## src/rtl/shift_sequencer.sv

```systemverilog
// shift_sequencer
//   Sequences a WIDTH-bit shift register for a full-duplex serial transfer.
//   A start request in IDLE loads data_in, then the word is shifted out
//   MSB-first on ser_out while ser_in is captured into the vacated LSB, one
//   bit every DIV clocks. After WIDTH shifts the received word appears on
//   data_out and done pulses for one cycle.
//
// Parameters
//   WIDTH : bits per transfer (2..32)
//   DIV   : clock cycles per shift (1..256, 1 = shift every cycle)
//
// Ports
//   clock    : rising-edge system clock
//   reset    : asynchronous, active-high; aborts any transfer, returns to IDLE
//   start    : transfer request, honoured only in IDLE
//   data_in  : parallel word to transmit, captured when LOAD exits
//   ser_in   : serial receive bit, captured on each shift edge
//   ser_out  : serial transmit bit (MSB of shift register while shifting)
//   shift_en : high in the cycle that ends in a shift edge
//   busy     : high in LOAD, SHIFT and DONE
//   done     : one-cycle completion pulse
//   data_out : last completed received word
module shift_sequencer #(
    parameter int WIDTH = 4,
    parameter int DIV   = 1
) (
    input  logic             clock,
    input  logic             reset,
    input  logic             start,
    input  logic [WIDTH-1:0] data_in,
    input  logic             ser_in,
    output logic             ser_out,
    output logic             shift_en,
    output logic             busy,
    output logic             done,
    output logic [WIDTH-1:0] data_out
);

    // A 1-bit divider counter is kept even for DIV=1; it simply stays at 0.
    localparam int DIV_W = (DIV > 1) ? $clog2(DIV) : 1;
    localparam int BIT_W = $clog2(WIDTH + 1);
    localparam logic [DIV_W-1:0] DIV_LAST = DIV_W'(DIV - 1);
    localparam logic [BIT_W-1:0] BIT_LAST = BIT_W'(WIDTH - 1);

    typedef enum logic [1:0] {
        IDLE  = 2'd0,
        LOAD  = 2'd1,
        SHIFT = 2'd2,
        DONE  = 2'd3
    } state_t;

    state_t            state_reg;
    state_t            state_next;
    logic [WIDTH-1:0]  shreg_reg;
    logic [WIDTH-1:0]  data_out_reg;
    logic [DIV_W-1:0]  div_cnt_reg;
    logic [BIT_W-1:0]  bit_cnt_reg;

    logic              shift_tick;
    logic              last_shift;
    logic [WIDTH-1:0]  shifted;

    // Shift timing is decoded purely from registered state so shift_en and
    // ser_out are glitch-free for the whole cycle preceding the shift edge.
    assign shift_tick = (state_reg == SHIFT) && (div_cnt_reg == DIV_LAST);
    assign last_shift = shift_tick && (bit_cnt_reg == BIT_LAST);
    assign shifted    = {shreg_reg[WIDTH-2:0], ser_in};

    // State register
    always_ff @(posedge clock or posedge reset) begin
        if (reset) begin
            state_reg <= IDLE;
        end else begin
            state_reg <= state_next;
        end
    end

    // Next-state logic; start outside IDLE is dropped, never queued.
    always_comb begin
        state_next = state_reg;
        case (state_reg)
            IDLE:    if (start) state_next = LOAD;
            LOAD:    state_next = SHIFT;
            SHIFT:   if (last_shift) state_next = DONE;
            DONE:    state_next = IDLE;
            default: state_next = IDLE;
        endcase
    end

    // Output decode
    always_comb begin
        busy     = (state_reg != IDLE);
        done     = (state_reg == DONE);
        shift_en = shift_tick;
        ser_out  = (state_reg == SHIFT) ? shreg_reg[WIDTH-1] : 1'b0;
    end

    // Shift datapath and counters
    always_ff @(posedge clock or posedge reset) begin
        if (reset) begin
            shreg_reg    <= '0;
            data_out_reg <= '0;
            div_cnt_reg  <= '0;
            bit_cnt_reg  <= '0;
        end else begin
            case (state_reg)
                LOAD: begin
                    shreg_reg   <= data_in;
                    div_cnt_reg <= '0;
                    bit_cnt_reg <= '0;
                end
                SHIFT: begin
                    div_cnt_reg <= (div_cnt_reg == DIV_LAST) ? '0 : div_cnt_reg + 1'b1;
                    if (shift_tick) begin
                        shreg_reg   <= shifted;
                        bit_cnt_reg <= bit_cnt_reg + 1'b1;
                    end
                    // The final received bit goes straight into data_out on
                    // the same edge it is sampled.
                    if (last_shift) begin
                        data_out_reg <= shifted;
                    end
                end
                default: begin
                end
            endcase
        end
    end

    assign data_out = data_out_reg;

endmodule

```

## config.mk

```make
export PLATFORM = sky130hd
export DESIGN_NAME = shift_sequencer
export DESIGN_NICKNAME = d
export VERILOG_FILES = /design/src/rtl/shift_sequencer.sv
export SDC_FILE = /design/constraint.sdc
export NUM_CORES = 1
export LEC_CHECK = 0
export ABC_AREA = 1
export CAP_MARGIN = 20
export CORE_ASPECT_RATIO = 1.1
export CORE_MARGIN = 2
export CORE_UTILIZATION = 48
export CTS_CLUSTER_DIAMETER = 50
export DETAILED_ROUTE_END_ITERATION = 12
export PLACE_DENSITY = 0.76
export SLEW_MARGIN = 25
export SYNTH_ARGS = -nofsm -noshare
export SYNTH_HDL_FRONTEND = slang
export SYNTH_SLANG_ARGS = --single-unit
```

## constraint.sdc

```tcl
create_clock -name clock -period 1.45 [get_ports clock]
set_input_delay 0.29 -clock clock [delete_from_list [all_inputs] [get_ports clock]]
set_output_delay 0.29 -clock clock [all_outputs]
set_load 0.01 [all_outputs]
```

==> impl_metrics.csv <==
group,metric,value,unit
critical_path,cp_max_fo,4,
critical_path,reg2regPathDepth,6,
sta,min_period_over_period,0.996,
critical_path,cpLargestDelayFamily,"flip-flops",
grt,grt_pass1_vias,562,
logic_synthesis,synth_warnings,0,
sta,final_hold_viol_count,0,
sta,slew_viol_final,0,
cts,clkSinkCount,13,
sta,period_minus_slack,1440,ps
sta,whs,330,ps
floorplan,ioPinCount,16,
logic_synthesis,synth_top_cell_area_share,0.444,
critical_path,reg2reg_from,"bit_cnt_reg[0]",
placed_design,dp_worst_setup_slack,-155,ps
run_status,status,"finished, final reports clean",
drt,wl_per_cell,10.5,um
cts,clk_path_buf_depth,2,
pwr,power_density,2160,mW/mm^2
cts,cts_tree,"built",
critical_path,cp-start-kind,"flip-flop",
floorplan,die_x,41.3,um
critical_path,r2r-end,"state_reg[1]",
critical_path,slowest_stage,"dfrtp_1",
pwr,power,2090,uW
logic_synthesis,synthTopCellsByArea,"dfrtp_1 44%, nand2_1 16%, ha_1 10%",
grt,grt_max_degree,14,
logic_synthesis,yosys.area.top_type,"dfrtp_1",
floorplan,chipHeight,45.0,um
run,maxCapViolations,0,
layout,final_cell_mix,"31 x nand2_1, 17 x inv_1, 13 x dfrtp_1, 7 x nand3_1, 7 x clkdlybuf4s50_1",
sta,timing.fmax,692,MHz
cts,insertion_delay,280,ps
grt,antenna_found_initial,0,
pwr,vdd_drop_max,1380,uV
drt,drc,0,
worst_hold_path,worstHoldPathType,"in2async",
floorplan,num_rows,14,
layout,final_util,0.690,
grt,grt_pass1_wl,2240,um
layout,layout-drive-gt1-share,0.261,
logic_synthesis,synth_area,733,um^2
placed_design,place.gp.congestion,0.744,
grt,grt_usage,0.179,
critical_path,required,1160,ps
logic_synthesis,yosysSeqAreaShare,0.444,
cts,htree_levels,1,
placed_design,placed_cell_area,911,um^2
sta,finClkSkew,8.74,ps
critical_path,critPathKind,"reg2out",
floorplan,die-area,0.00186,mm^2
sta,worst_pin_slew,499,ps
layout,fin_area,967,um^2
critical_path,cp_num_buf_inv,3,
drt,vias,581,
placed_design,dp_hpwl,984,um
cts,root_buffer,"clkbuf_4",
logic_synthesis,synthCells,87,
critical_path,worstPathArrival,1150,ps
critical_path,end_kind,"primary output",
floorplan,start_util,0.523,
grt,grt_overflow,0,
critical_path,path_cells,"buf_6 > ha_4 > nand2_1 > inv_1 > buf_2",
sta,rsz0062_at_grt,"yes",
drt,routed_via_density,4.57,
layout,nNetsFinal,126,
drt,wirelength,1340,um
logic_synthesis,syn_avg_cell_area,8.43,um^2
layout,multiInputGateArea,339,um^2
logic_synthesis,synth_nets,101,
placed_design,io_buffers,15,
drt,dr.first_iter.drc_count,7,
layout,synthToLayoutAreaGrowth,31.9,%
floorplan,core_area,0.00140,mm^2
critical_path,reg2reg_setup_slack,190,ps
logic_synthesis,ys_types,11,
sta,setup_violations,0,
layout,final_common_cell,"nand2_1",
layout,fill_cells,110,
layout,area.sequential,325,um^2
critical_path,slowest_delay,390,ps
drt,ant_nets,0,
cts,cts_hold_buf,0,
sta,slew_headroom,0.667,
cts,cts_buffers,3,
layout,diodes,0,
sta,setup_slack,5.21,ps
cts,cts.clk_slew.worst_paths,90,ps
pwr,p_leak,0.000555,uW
drt,dr.pass1.iters,4,
logic_synthesis,ys_seq_elements,13,
==> power breakdown <==
group / internal (uW) / switching [uW]
clock: 102 / 124
sequential: 529 / 82.1
combinational: 567 / 689
total: 1200 / 895
==> area by class of cell <==
class	count	area share
clock inverters	1	0.00517
inverters	19	0.0763
multi-input cells	53	0.351
well taps	16	0.0207
clock buffers	3	0.0233
flip-flops and latches	13	0.336
repair buffers	22	0.188
==> per-layer routing <==
metal | part of all wire | GRT usage | vias to the layer above
met5 | 0 | 0 | -
met4 | 0 | 0.0581 | 0
met3 | 0.051 | 0.0493 | 0
met2 | 0.49 | 0.278 | 11
met1 | 0.46 | 0.239 | 259
li1 | - | - | 311
==> cell usage after synthesis <==
cell type	n
nand2_1	31
inv_1	18
dfrtp_1	13
nand3_1	7
ha_1	6
o21ai_2	5
buf_6	2
nand2_4	2
inv_4	1
nand2_2	1
o22ai_2	1
==> metrics by stage <==
stage                     setup TNS (ps)  instances
after detailed placement            -288        120
after floorplan                        0         87
after CTS                          -11.3        127
after global placement              -247        120
after global routing               -54.6        127
final                                  0        127
==> worst max-delay path by stage <==
stage / start / end / slack [ps] / cells after the start
after floorplan: state_reg[0] / ser_out / 160 / 5
after global routing: state_reg[0] / ser_out / -50 / 5
after global placement: state_reg[0] / ser_out / -130 / 5
after detailed placement: state_reg[0] / ser_out / -160 / 5
after CTS: state_reg[1] / ser_out / -10 / 5
final: state_reg[1] / ser_out / 5 / 5
==> timing repair <==
item | CTS | global route
pin swaps | 1 | 2
gates resized for setup | 26 | 1
setup endpoints to repair | 8 | 2
setup buffers | 3 | 0
==> cells by family (layout without fill, tap and decap cells) <==
family | Yosys count | after routing | share of synthesized area
DFF | 13 | 13 | 0.444
AOI/OAI and AO/OA | 6 | 6 | 0.0768
adders and majority gates | 6 | 6 | 0.102
and+or+nand+nor | 41 | 41 | 0.246
buffers and inverters | 21 | 45 | 0.131
No activity file was read; power rests on OpenSTA's default activity.
